**config.mk**
```make
export PLATFORM = sky130hd
export DESIGN_NAME = ram_copy_ctrl
export DESIGN_NICKNAME = d
export VERILOG_FILES = /design/src/rtl/ram_copy_ctrl.sv
export SDC_FILE = /design/constraint.sdc
export NUM_CORES = 1
export LEC_CHECK = 0
export BUFFER_PORTS_ARGS = -buffer_cell sky130_fd_sc_hd__buf_2
export CAP_MARGIN = 20
export CORE_MARGIN = 2
export CORE_UTILIZATION = 45
export DETAILED_ROUTE_END_ITERATION = 10
export GPL_TIMING_DRIVEN = 1
export PLACE_DENSITY_LB_ADDON = 0.2
export RECOVER_POWER = 100
export SETUP_SLACK_MARGIN = 0.15
export SYNTH_ARGS = -nofsm -noshare
export SYNTH_HDL_FRONTEND = slang
export SYNTH_SLANG_ARGS = --single-unit
```
**constraint.sdc**
```tcl
create_clock -name clk -period 2.2 [get_ports clk]
set_input_delay 0.44 -clock clk [delete_from_list [all_inputs] [get_ports clk]]
set_output_delay 0.44 -clock clk [all_outputs]
set_load 0.005 [all_outputs]
```
**src/rtl/ram_copy_ctrl.sv**
```systemverilog
// ram_copy_ctrl: copies a block of words within a synchronous single-port RAM, one read-write pair at a time
module ram_copy_ctrl #(
  parameter int ADDR_W = 5,
  parameter int DATA_W = 32
) (
  input  logic              clk,
  input  logic              rst_n,
  input  logic              start,
  input  logic [ADDR_W-1:0] src_addr,
  input  logic [ADDR_W-1:0] dst_addr,
  input  logic [ADDR_W:0]   length,
  output logic              busy,
  output logic              done,
  output logic [ADDR_W:0]   words_done,
  output logic [ADDR_W-1:0] mem_addr,
  output logic [DATA_W-1:0] mem_wdata,
  output logic              mem_we,
  input  logic [DATA_W-1:0] mem_rdata
);
  typedef enum logic [2:0] {IDLE, RD, WT, WR, DONE} state_t;
  state_t state, state_nx;
  logic [ADDR_W-1:0] src, dst;
  logic [ADDR_W:0] len, wd_inc;
  assign wd_inc = words_done + (ADDR_W+1)'(1);
  assign busy = state != IDLE;
  assign done = state == DONE;
  // State register
  always_ff @(posedge clk or negedge rst_n)
    if (!rst_n) state <= IDLE;
    else state <= state_nx;
  // Next state: three cycles per word, a zero-length copy goes straight to DONE
  always_comb begin
    state_nx = state;
    case (state)
      IDLE: state_nx = start ? (length != '0 ? RD : DONE) : IDLE;
      RD:   state_nx = WT;
      WT:   state_nx = WR;
      WR:   state_nx = wd_inc < len ? RD : DONE;
      DONE: state_nx = IDLE;
      default: state_nx = IDLE;
    endcase
  end
  // Operand latch and RAM port registers; addresses wrap modulo the RAM size
  always_ff @(posedge clk or negedge rst_n)
    if (!rst_n) begin
      src <= '0;
      dst <= '0;
      len <= '0;
      words_done <= '0;
      mem_addr <= '0;
      mem_wdata <= '0;
      mem_we <= 1'b0;
    end else begin
      case (state)
        IDLE: if (start) begin
          src <= src_addr;
          dst <= dst_addr;
          len <= length;
          words_done <= '0;
          mem_we <= 1'b0;
          if (length != '0) mem_addr <= src_addr;
        end
        WT: begin
          mem_wdata <= mem_rdata;
          mem_addr <= dst + words_done[ADDR_W-1:0];
          mem_we <= 1'b1;
        end
        WR: begin
          mem_we <= 1'b0;
          words_done <= wd_inc;
          if (wd_inc < len) mem_addr <= src + wd_inc[ADDR_W-1:0];
        end
        default: ;
      endcase
    end
endmodule

```
# Word level (Yosys, flattened, before mapping)
# Cells that the tools add are included.
# W data, S select, Z words.
dict set report word_totals {
  reg_bits 63
  in_bits 51
  out_inout_bits 46
}
dict set report classes {
  addsub 3
  n_lt_le_gt_ge 1
  eq_ne 7
  mux 12
  reduce_logical 9
}
# operator n
set op_table {}
lappend op_table {{$mux W5} 3}
lappend op_table {{$pmux W5 S3} 1}
lappend op_table {{$pmux W3 S4} 1}
lappend op_table {{$pmux W6 S2} 1}
lappend op_table {{$add A5 B5 Y5} 2}
lappend op_table {{$mux W3} 3}
lappend op_table {{$add A6 B1 Y6 const B} 1}
lappend op_table {{$eq A3 B2 Y1 const B} 2}
lappend op_table {{$lt A6 B6 Y1} 1}
lappend op_table {{$mux W6} 1}
lappend op_table {{$ne A2 B2 Y1 const B} 3}
lappend op_table {{$reduce_and A2 Y1} 3}
lappend op_table {{$reduce_bool A3 Y1} 2}
lappend op_table {{$reduce_bool A6 Y1} 1}
lappend op_table {{$reduce_and A4 Y1} 1}
lappend op_table {{$eq A3 B1 Y1 const B} 1}
lappend op_table {{$eq A3 B3 Y1 const B} 1}
lappend op_table {{$logic_not A3 Y1} 1}
lappend op_table {{$pmux W1 S3} 1}
lappend op_table {{$reduce_bool A2 Y1} 1}
lappend op_table {{$mux W1} 1}

# Logic depth before layout (Yosys ltp)
# Gate-level depths: netlist of the first run.
dict set report logic_depth {
  word_depth 4
  depth_mapped 10
  depth_no_buf 10
}

# Least setup slack after synthesis of the first run
# OpenSTA, ideal clock, no wires.
dict set report synth_timing {
  path_type {reg-to-reg}
  start {register words_done[1]}
  end {register mem_addr[0]}
  t_arrival_ns 2.080
  setup_slack_ns -0.003
  stages_incl_launch_ff 11
  path_buffers 0
  period_less_slack_ns 2.203
  path_cell_list {dfrtp_1 ha_1 nand3_1 xor2_1 inv_1 ha_1 and4_1 o21a_1 nor2_1 nand2_1 o221a_1}
}
dict set report synth_via {
  elab_chain_len 4
}
# item line
set synth_lines {}
lappend synth_lines {{from (decl)} 14} ;# output logic [ADDR_W:0] words_done,
lappend synth_lines {{from (signal assigned)} 70} ;# words_done <= wd_inc;
lappend synth_lines {{$add A6 B1 Y6} 24} ;# assign wd_inc = words_done + (ADDR_W+1)'(1);
lappend synth_lines {{$lt A6 B6 Y1} 71} ;# if (wd_inc < len) mem_addr <= src + wd_inc[ADDR_W-1:0];
lappend synth_lines {{$ne A2 B2 Y1 (no source line)} n/a}
lappend synth_lines {{$reduce_and A4 Y1 (no source line)} n/a}
lappend synth_lines {{to (signal assigned)} 61} ;# if (length != '0) mem_addr <= src_addr;
lappend synth_lines {{to (signal assigned)} 65} ;# mem_addr <= dst + words_done[ADDR_W-1:0];
lappend synth_lines {{to (signal assigned)} 71}
lappend synth_lines {{to (decl)} 15} ;# output logic [ADDR_W-1:0] mem_addr,
# Every way passes these cells.
# A chain may end at the register's enable or synchronous reset.

# Worst setup path in the final report of the first run
dict set report layout_timing {
  start {register words_done[3]}
  end {register mem_addr[3]}
}
dict set report layout_via {
  elab_chain_len 4
  word_cells_on_any_way 8
}
# item line
set layout_lines {}
lappend layout_lines {{$add A6 B1 Y6} 24}
lappend layout_lines {{$add A5 B5 Y5 / $lt A6 B6 Y1 (equally long branches)} 71}
lappend layout_lines {{$mux W5 / $ne A2 B2 Y1 (equally long branches)} n/a}
lappend layout_lines {{$pmux W5 S3 / $reduce_and A4 Y1 (equally long branches)} n/a}
# Parallel ways exist; a longest one is shown, timed or not. The select of a mux whose other input is x is not followed.

==> impl_results.md, run 1 <==
- Total die area: roughly 7300 µm²
- Buf/Inv on CP: 1
- DP HPWL: 5.11 mm
- Leakage: approximately 2.1 nW
- Die Y: roughly 86 µm
- DRT iter0 DRCs: between 150 and 200
- Hold crit path type: in2reg
- Asr flop ratio synth: 1.00
- Post-synth top area cell: dfrtp_1
- Top delay family on crit path: compound AO/OA/AOI/OAI gates
- Netlist cell types: 39
- WP data arrival: 2580 ps
- Slowest CP cell: dfrtp_1
- Mean Syn Cell Area: 9.79 µm²
- Post-layout util: 0.646
- Inserted Diodes: 0
- Routed Antenna Nets: 0
- Reg-to-Reg End: mem_addr[3]$_DFFE_PN0P_
- GRT Resource Usage Total: 0.216
- Slowest stage delay, CP: 400 ps
- Layout Cells excl Fill: a little over 500
- Max Fclk: 430 MHz
- Syn_nets: 373
- Pre-CTS WS: -81.9 ps
- Layout cells sized above 1: 0.382
- Crit Path Category: reg2reg
- Layout Nets: about 500
- PortBufs: 96
- Max-slew violations: 64
- Wire per inst: 15.0 µm
- Num rows: 29
- R2R depth: 10
- CP endpoint kind: register
- Status: complete, but fails checks
- Setup TNS Final: -372 ps
- Post-synthesis sequential area ratio: 0.526
- Synth area leaders: dfrtp_1, nand2_1, ha_1, mux2_2, xnor2_1
- Reg2Reg Setup Slack: -120 ps
- Seq cells post-synth: 63
- Cells after DPL: 480
- CP cell instances: and3_1 > nand3_2 > xnor2_2 > ha_1 > a21oi_2 > o211ai_1 > o211ai_4 > buf_6 > o221ai_2 > a21oi_1
- Slack of the critical path: -124 ps
- First-pass GRT wire length: between 10 and 15 mm
- Worst hold slack: about 290 ps
- Die Span X: around 86 µm
- Total global routing overflow: 0
- Dominant synthesized flop cell: dfrtp_1
- Syn-to-layout area delta: 37.8%
- Failing checks: max-capacitance violations, max-slew violations, negative setup slack
- Antenna violations before repair: 0
- Filler cells: between 500 and 600
- CP required: 2460 ps
- Skew final: around 8.4 ps
- Drt via density: 4.99
- # IOs: between 90 and 100
- Cts hold-fix bufs: 0
- RR Startpoint: words_done[3]$_DFFE_PN0P_
- Vias in the first global route: between 2000 and 3000
- Post-synth EDFFs: 0
- Most common cell after layout, fill and taps aside: nand2_1
- Hold Path End: mem_wdata[12]$_DFFE_PN0P_
- Synthesized instance count: between 300 and 400
- Synth Cell Area: 3000 µm²
- WHS Path Cells: 3
- Yosys Warn Count: 0
- Maximum fanout along the worst path: 4
- Clk root buf: clkbuf_8
- Max_cap viols: 1
- Max VDD drop: about 860 µV
- Area of the multi-input gates: about 1400 µm²
- CP Launch Type: register
- CTS Sinks: 63
- DR DRC count: 0
- Top-area cell type share of the netlist area: 0.526
- Drt pass-1 iters: 4
- Minimum clock period: between 2000 and 2500 ps
- TritonCTS clock tree: built
- Final setup vio count: 5
- Most frequent cells in the layout: nand2_1, buf_2, dfrtp_1
- Worst-skew pair later-pin latency: 340 ps
- Vias: 2588
- Gp weighted congestion: around 0.88
- Largest net degree at the start of global routing: 64
- Initial Util: 0.469
- Hold_sp: mem_rdata[12]
- Bufs on Longest Clock Path: 2
- Core ar.: approximately 6400 µm²
- Fin crit share: 1.06
- CTS Buf Count: 9
- Reg area: between 1500 and 2000 µm²
- Final Hold Violating Endpoints: 0
- Tightest Pin Transition: approximately 1500 ps
- Routed WL: 7.77 mm
- CTS clk-pin slew, worst paths: about 80 ps
- H-tree levels: 3
- Max_slew headroom: -0.0309
- RSZ-0062 raised after global routing: true
- Power Density: 1730 nW/µm²
-- synth_stat cells (4+ instances only) --
library cell and count:
nand2_1 114, o21ai_0 13, a21oi_1 8, clkbuf_1 9
inv_1 10, ha_1 14, mux2_2 10, dfrtp_1 63
nor2_1 11, xnor2_1 8, xor2_1 4
-- through the flow --
step	power, mW	cell area [µm²]
after floorplan	4.19	3030
after global placement	5.25	3670
after detailed placement	5.35	3670
after CTS	6.78	4030
after global routing	7.75	4130
final	7.16	4130
-- kinds of logic (layout without fill, tap and decap cells) --
group / Yosys count / after routing / share of synthesized area
mux: 12 / 12 / 0.0443
compound gates: 39 / 39 / 0.0919
buf+inv: 22 / 158 / 0.0288
flops: 63 / 63 / 0.526
fa+ha+maj: 16 / 16 / 0.0718
xor+xnor: 12 / 12 / 0.0351
simple gates: 142 / 142 / 0.202
-- repair_timing --
action | in CTS | in global routing
setup endpoints to repair | 5 | 7
gates cloned | 0 | 0
pin swaps | 7 | 13
setup buffers | 16 | 7
gates resized for setup | 2 | 18
-- routing by layer --
metal	routed length, µm	vias up	global-route usage
met2	3790	86	0.339
met3	442	21	0.0520
met4	248	0	0.0996
met1	3290	1210	0.286
li1	-	1271	-
met5	0	-	0
-- worst max-delay path by stage --
stage	startpoint	end	slack, ps	cells past startpoint
after CTS	words_done[0]$_DFFE_PN0P_	mem_addr[2]$_DFFE_PN0P_	-30	10
after global routing	words_done[3]$_DFFE_PN0P_	mem_addr[3]$_DFFE_PN0P_	-230	10
final	words_done[3]$_DFFE_PN0P_	mem_addr[3]$_DFFE_PN0P_	-120	10
after detailed placement	words_done[0]$_DFFE_PN0P_	mem_addr[1]$_DFFE_PN0P_	-80	10
after floorplan	words_done[1]$_DFFE_PN0P_	mem_addr[2]$_DFFE_PN0P_	120	9
after global placement	words_done[0]$_DFFE_PN0P_	mem_addr[1]$_DFFE_PN0P_	70	10
-- tightest hold or removal path, delay by kind of cell --
family / cells / cell delay (ps)
buffers and inverters: 1 / 80
AND/OR/NAND/NOR: 2 / 80
-- power breakdown --
| part | switching [mW] | internal (mW) |
|---|---|---|
| clock | 0.460 | 0.674 |
| sequential | 0.398 | 1.75 |
| combinational | 2.02 | 1.86 |
-- registers in the layout (all words and copies together) (netlist names) --
register	cells
mem_we	1
mem_addr	5
dst	5
len	6
mem_wdata	32
words_done	6
src	5
state	3
-- cell type report --
type / count / share of cell area
Timing Repair Buffer: 132 / 0.178
Inverter: 10 / 0.00910
Multi-Input combinational cell: 221 / 0.351
Tap cell: 77 / 0.0233
Clock inverter: 6 / 0.0227
Sequential cell: 63 / 0.383
Clock buffer: 10 / 0.0334
(Power assumes the default switching activity.)
==> inputs of run 2 (changes only) <==
Settings changed: CORE_UTILIZATION 45 to 30, CTS_BUF_LIST from default to sky130_fd_sc_hd__clkbuf_4, CTS_CLUSTER_DIAMETER from default to 80.
==> run 2 against run 1 <==
The flow still finishes with violations (max-capacitance violations, max-slew violations, negative setup slack); clock skew grew 2.8 ps; register-to-register slack improved by 100 ps; routed wire length grew 4.2%; worst setup slack improved by 100 ps; critical path depth decreased by 1; count of clock-buffer cells in the layout unchanged; sequential power about the same; combinational power down 2%; largest cell class unchanged; largest power group unchanged.
==> impl_results.md, run 2 (synthesis results as in run 1) <==
- Status: complete, but fails checks (unchanged)
- Failing checks: max-capacitance violations, max-slew violations, negative setup slack (unchanged)
- CTS Buf Count: 9 (unchanged)
- Gp weighted congestion: 0.832 (was 0.876)
- Drt via density: 4.50 (was 4.99)
- Num rows: 36 (was 29)
- Power Density: 1630 nW/µm² (was 1730 nW/µm²)
- Wire per inst: 14.3 µm (was 15.0 µm)
- Reg with most FFs: mem_wdata (unchanged)
- Die Y: 104 µm (was 85.6 µm)
- WP data arrival: 2550 ps (was 2580 ps)
- Minimum clock period: 2220 ps (was 2320 ps)
- Vias: 2544 (was 2588)
- Max Fclk: 450 MHz (was 430 MHz)
- H-tree levels: 3 (unchanged)
- Area of the multi-input gates: 1510 µm² (was 1450 µm²)
- DP HPWL: 5.67 mm (was 5.11 mm)
- Bufs on Longest Clock Path: 2 (unchanged)
- Fin crit share: 1.01 (was 1.06)
- Total Power: 6.61 mW (was 7.16 mW)
- Dpl cell area: 3760 µm² (was 3670 µm²)
- Layout Nets: 494 (was 504)
- Crit Path Category: reg2reg (unchanged)
- RR Startpoint: words_done[2]$_DFFE_PN0P_ (was words_done[3]$_DFFE_PN0P_)
- PortBufs: 96 (unchanged)
- Skew final: 11.2 ps (was 8.45 ps)
- # IOs: 97 (unchanged)
- Filler cells: 1015 (was 543)
- Routed WL: 8.10 mm (was 7.77 mm)
- CTS Sinks: 63 (unchanged)
- Core ar.: 9730 µm² (was 6390 µm²)
- Syn-to-layout area delta: 35.1% (was 37.8%)
- Slack of the critical path: -23.8 ps (was -124 ps)
- Flip-flop count of the largest register after layout: 32 (unchanged)
- DR DRC count: 0 (unchanged)
- Reg2Reg Setup Slack: -20 ps (was -120 ps)
- CTS clk-pin slew, worst paths: 110 ps (was 80 ps)
- Worst-skew pair later-pin latency: 420 ps (was 340 ps)
- Largest net degree at the start of global routing: 64 (unchanged)
- Drt pass-1 iters: 4 (unchanged)
- Critical path launch point: words_done[2]$_DFFE_PN0P_ (was words_done[3]$_DFFE_PN0P_)
- TritonCTS clock tree: built (unchanged)
- Antenna violations before repair: 1 (was 0)
- Slowest CP cell: dfrtp_1 (unchanged)
- Final instance area: 4050 µm² (was 4130 µm²)
- Cells after DPL: 538 (was 480)
- Hold crit path type: in2reg (unchanged)
- Max-slew violations: 64 (unchanged)
- Leakage: 2.02 nW (was 2.14 nW)
- Routed Antenna Nets: 0 (unchanged)
- Max VDD drop: 395 µV (was 859 µV)
- Initial Util: 0.308 (was 0.469)
- CP required: 2530 ps (was 2460 ps)
- First-pass GRT wire length: 12.8 mm (was 12.3 mm)
- Worst hold slack: 190 ps (was 286 ps)
- Total die area: 10800 µm² (was 7320 µm²)
- Most frequent cells in the layout: nand2_1, buf_2, dfrtp_1 (unchanged)
- Clk root buf: clkbuf_4 (was clkbuf_8)
- Hold_sp: mem_rdata[30] (was mem_rdata[12])
- Top Registers: mem_wdata: 32 flops, len: 6 flops, words_done: 6 flops (unchanged)
- Max_cap viols: 1 (unchanged)
- Slowest stage delay, CP: 410 ps (was 400 ps)
- Final Hold Violating Endpoints: 0 (unchanged)
- Max_slew headroom: -0.0828 (was -0.0309)
- Layout Cells excl Fill: 565 (was 519)
- Vias in the first global route: 2508 (was 2601)
- CP endpoint kind: register (unchanged)
- CP cell instances: and3_4 > nand3_4 > xnor2_2 > ha_1 > a21oi_2 > o211ai_1 > o211ai_4 > nor2_1 > a311oi_1 (was and3_1 > nand3_2 > xnor2_2 > ha_1 > a21oi_2 > o211ai_1 > o211ai_4 > buf_6 > o221ai_2 > a21oi_1)
- GRT Resource Usage Total: 0.152 (was 0.216)
- Total global routing overflow: 0 (unchanged)
- DRT iter0 DRCs: 98 (was 152)
- Final setup vio count: 2 (was 5)
- Maximum fanout along the worst path: 5 (was 4)
- Tightest Pin Transition: 1620 ps (was 1550 ps)
- Die Span X: 104 µm (was 85.6 µm)
- Reg area: 1580 µm² (unchanged)
- CP Launch Type: register (unchanged)
- Most common cell after layout, fill and taps aside: nand2_1 (unchanged)
- RSZ-0062 raised after global routing: true (unchanged)
- Layout cells sized above 1: 0.367 (was 0.382)
[run 2: cell types whose count changed in the layout (fill, tap and decap cells not counted), moves of 2 or more]
| cell | previous run | this run |
|---|---|---|
| ha_1 | 11 | 9 |
| buf_4 | 32 | 17 |
| clkinv_4 | 3 | 0 |
| clkinv_2 | 0 | 3 |
| clkbuf_1 | 19 | 24 |
| ha_4 | 2 | 5 |
| bufinv_16 | 2 | 0 |
| clkbuf_8 | 10 | 0 |
| clkbuf_4 | 0 | 10 |
[run 2: path summary, 6_finish.rpt]
check,depth (start not counted),end
worst max-delay path,9,mem_addr[1]$_DFFE_PN0P_
worst min-delay path,3,mem_wdata[30]$_DFFE_PN0P_
worst max register to register,9,mem_addr[1]$_DFFE_PN0P_
worst min register to register,2,mem_wdata[8]$_DFFE_PN0P_
max in group asynchronous,2,words_done[0]$_DFFE_PN0P_
min in group asynchronous,2,dst[2]$_DFFE_PN0P_
[run 2: layout make-up]
cell class,count,share of cell area
clock buffers,10,0.0185
repair buffers,122,0.161
flip-flops and latches,63,0.390
clock inverters,5,0.00649
inverters,10,0.00989
diodes,1,0.000618
well taps,133,0.0411
multi-input cells,221,0.372
[run 2: report_power, final]
part           switching, mW  total, mW  internal [mW]
logic                   2.00       3.81           1.81
registers              0.391       2.14           1.75
clock network          0.431      0.661          0.229
[run 2: what timing repair did]
action | CTS | global route
hold buffers | 0 | 0
resized for setup | 0 | 27
buffers inserted | 5 | 6
endpoints found under the setup margin | 6 | 7
pin swaps | 2 | 11
[run 2: routing by layer]
metal | wire [µm] | track usage | up-vias
met2 | 3860 | 0.237 | 66
met4 | 189 | 0.0724 | 0
met5 | 0 | 0 | -
met1 | 3700 | 0.199 | 1210
li1 | - | - | 1253
met3 | 346 | 0.0351 | 15
[run 2: worst max-delay path: cells and delay by family (launching register included)]
family | cells | cell delay (ps)
compound gates | 4 | 870
xor+xnor | 1 | 140
fa+ha+maj | 1 | 350
flops | 1 | 410
simple gates | 3 | 370
[run 2: through the flow]
step | setup WS [ps] | utilization | setup TNS, ps
finish | -23.8 | 0.416 | -31.1
floorplan | 122 | - | 0
global route | -122 | 0.416 | -383
detailed placement | -6.07 | 0.386 | -8.54
CTS | -14.0 | 0.400 | -25.3
global placement | 66.0 | 0.386 | 0
==> inputs of run 3 (changes only) <==
Settings changed: SETUP_SLACK_MARGIN 0.15 to default.
==> run 3 against run 2 <==
The run still ends with max-capacitance violations, max-slew violations, negative setup slack left; global-route usage fell by 0.27 points; non-clock buffer count rose by 8; utilization rose by 0.35 points; first-iteration DRC count rose by 16%; final area rose by 0.83%; clock skew rose by 5.0 ps; fmax rose by 0.77%; routed wire length fell by 3.5%; sequential power fell by 3%; highest routed layer unchanged; flip-flop and latch count did not move; die area did not move.
==> impl_results.md, run 3 (synthesis results as in run 1) <==
- Status: complete, but fails checks (unchanged)
- Failing checks: max-capacitance violations, max-slew violations, negative setup slack (unchanged)
- Power Density: 1610 nW/µm² (was 1630 nW/µm²)
- CTS Buf Count: 9 (unchanged)
- Worst-skew pair later-pin latency: 410 ps (was 420 ps)
- Syn-to-layout area delta: 36.3% (was 35.1%)
- Flip-flop count of the largest register after layout: 32 (unchanged)
- Routed WL: 7.82 mm (was 8.10 mm)
- Tightest Pin Transition: 1580 ps (was 1620 ps)
- Most frequent cells in the layout: nand2_1, buf_2, dfrtp_1 (unchanged)
- Cells after DPL: 541 (was 538)
- Max_cap viols: 1 (unchanged)
- Most common cell after layout, fill and taps aside: nand2_1 (unchanged)
- Drt via density: 4.42 (was 4.50)
- Final setup vio count: 1 (was 2)
- Hold crit path type: in2reg (unchanged)
- Total die area: 10800 µm² (unchanged)
- Gp weighted congestion: 0.795 (was 0.832)
- Initial Util: 0.308 (unchanged)
- RSZ-0062 raised after global routing: true (unchanged)
- Layout Nets: 502 (was 494)
- DR DRC count: 0 (unchanged)
- Minimum clock period: 2210 ps (was 2220 ps)
- Skew final: 16.2 ps (was 11.2 ps)
- CP Launch Type: register (unchanged)
- Max_slew headroom: -0.0518 (was -0.0828)
- Max-slew violations: 64 (unchanged)
- CTS Sinks: 63 (unchanged)
- Clk root buf: clkbuf_4 (unchanged)
- Vias in the first global route: 2539 (was 2508)
- Largest net degree at the start of global routing: 64 (unchanged)
- Slack of the critical path: -6.70 ps (was -23.8 ps)
- Crit Path Category: reg2reg (unchanged)
- H-tree levels: 3 (unchanged)
- Top Registers: mem_wdata: 32 flops, len: 6 flops, words_done: 6 flops (unchanged)
- CTS clk-pin slew, worst paths: 110 ps (about the same)
- CP endpoint kind: register (unchanged)
- Leakage: 2.10 nW (was 2.02 nW)
- First-pass GRT wire length: 12.8 mm (about the same)
- Antenna violations before repair: 0 (was 1)
- Layout Cells excl Fill: 572 (was 565)
- Wire per inst: 13.7 µm (was 14.3 µm)
- Reg with most FFs: mem_wdata (unchanged)
- Cts hold-fix bufs: 0 (unchanged)
- Final Hold Violating Endpoints: 0 (unchanged)
- Bufs on Longest Clock Path: 2 (unchanged)
- WP data arrival: 2540 ps (was 2550 ps)
- Fin crit share: 1.00 (was 1.01)
- Layout cells sized above 1: 0.367 (about the same)
- Max VDD drop: 448 µV (was 395 µV)
- PortBufs: 96 (unchanged)
- Inserted Diodes: 0 (was 1)
- Routed Antenna Nets: 0 (unchanged)
- Die Span X: 104 µm (unchanged)
- Die Y: 104 µm (unchanged)
- Total global routing overflow: 0 (unchanged)
- DRT iter0 DRCs: 114 (was 98)
- Drt pass-1 iters: 4 (unchanged)
- GRT Resource Usage Total: 0.149 (was 0.152)
- DP HPWL: 5.52 mm (was 5.67 mm)
- Max Fclk: 453 MHz (was 450 MHz)
- Worst hold slack: 221 ps (was 190 ps)
- Filler cells: 1009 (was 1015)
- Vias: 2531 (was 2544)
- Maximum fanout along the worst path: 2 (was 5)
- # IOs: 97 (unchanged)
- Num rows: 36 (unchanged)
- Pre-CTS WS: -92.7 ps (was -6.07 ps)
- TritonCTS clock tree: built (unchanged)
- Core ar.: 9730 µm² (unchanged)
- CP required: 2530 ps (about the same)
==> run 3: path summary, 6_finish.rpt <==
| check | startpoint | endpoint | slack [ps] | cells after the start |
|---|---|---|---|---|
| worst max-delay path | words_done[1]$_DFFE_PN0P_ | mem_addr[4]$_DFFE_PN0P_ | -7 | 14 |
| worst min-delay path | mem_rdata[11] | mem_wdata[11]$_DFFE_PN0P_ | 220 | 3 |
| worst max register to register | words_done[1]$_DFFE_PN0P_ | mem_addr[4]$_DFFE_PN0P_ | -7 | 14 |
| worst min register to register | mem_wdata[6]$_DFFE_PN0P_ | mem_wdata[6]$_DFFE_PN0P_ | 480 | 2 |
| max in group asynchronous | rst_n | words_done[1]$_DFFE_PN0P_ | 650 | 2 |
| min in group asynchronous | rst_n | words_done[4]$_DFFE_PN0P_ | 500 | 2 |
==> run 3: where the power goes <==
group / internal, mW / total, mW / switching [mW]
clock network: 0.442 / 0.867 / 0.425
registers: 1.74 / 2.08 / 0.341
logic: 1.70 / 3.60 / 1.91
==> run 3: repair_timing <==
action,4_1_cts,5_1_grt
endpoints found under the setup margin,5,5
pin swaps,10,14
buffers inserted,13,3
resized for setup,11,13
endpoints found under the hold margin,0,0
==> run 3: layer usage <==
metal	GRT usage	routed length [µm]	share of wire	up-vias
met3	0.0269	262	0.034	13
met2	0.238	3790	0.48	49
li1	-	-	-	1262
met4	0.0656	159	0.020	0
met5	0	0	0	-
met1	0.198	3610	0.46	1207
==> run 3: final cells by class <==
cell class              count  area, µm²  area share
clock inverters             6       76.3      0.0187
repair buffers            130        709       0.174
inverters                  10       37.5     0.00920
multi-input cells         221       1450       0.354
well taps                 133        166      0.0408
clock buffers               9       67.6      0.0166
flip-flops and latches     63       1580       0.387
==> run 3: worst max-delay path: stages, from the launching register on <==
cell	delay, ps
dfrtp_2	450
ha_4	170
nand3_2	80
xor2_2	190
inv_2	80
buf_4	130
buf_4	120
buf_4	120
buf_4	120
buf_4	120
buf_4	120
buf_4	130
nor2_2	110
mux2i_1	90
a31oi_1	130
==> run 3: stage by stage <==
stage	setup TNS, ps	cell area [µm²]	power, mW	util
2_1_floorplan	-4.15	3000	4.13	-
3_3_place_gp	0	3740	5.34	0.385
3_5_place_dp	-267	3740	5.39	0.385
4_1_cts	-38.6	4040	6.52	0.415
5_1_grt	-302	4080	7.13	0.419
6_report	-6.70	4080	6.56	0.419
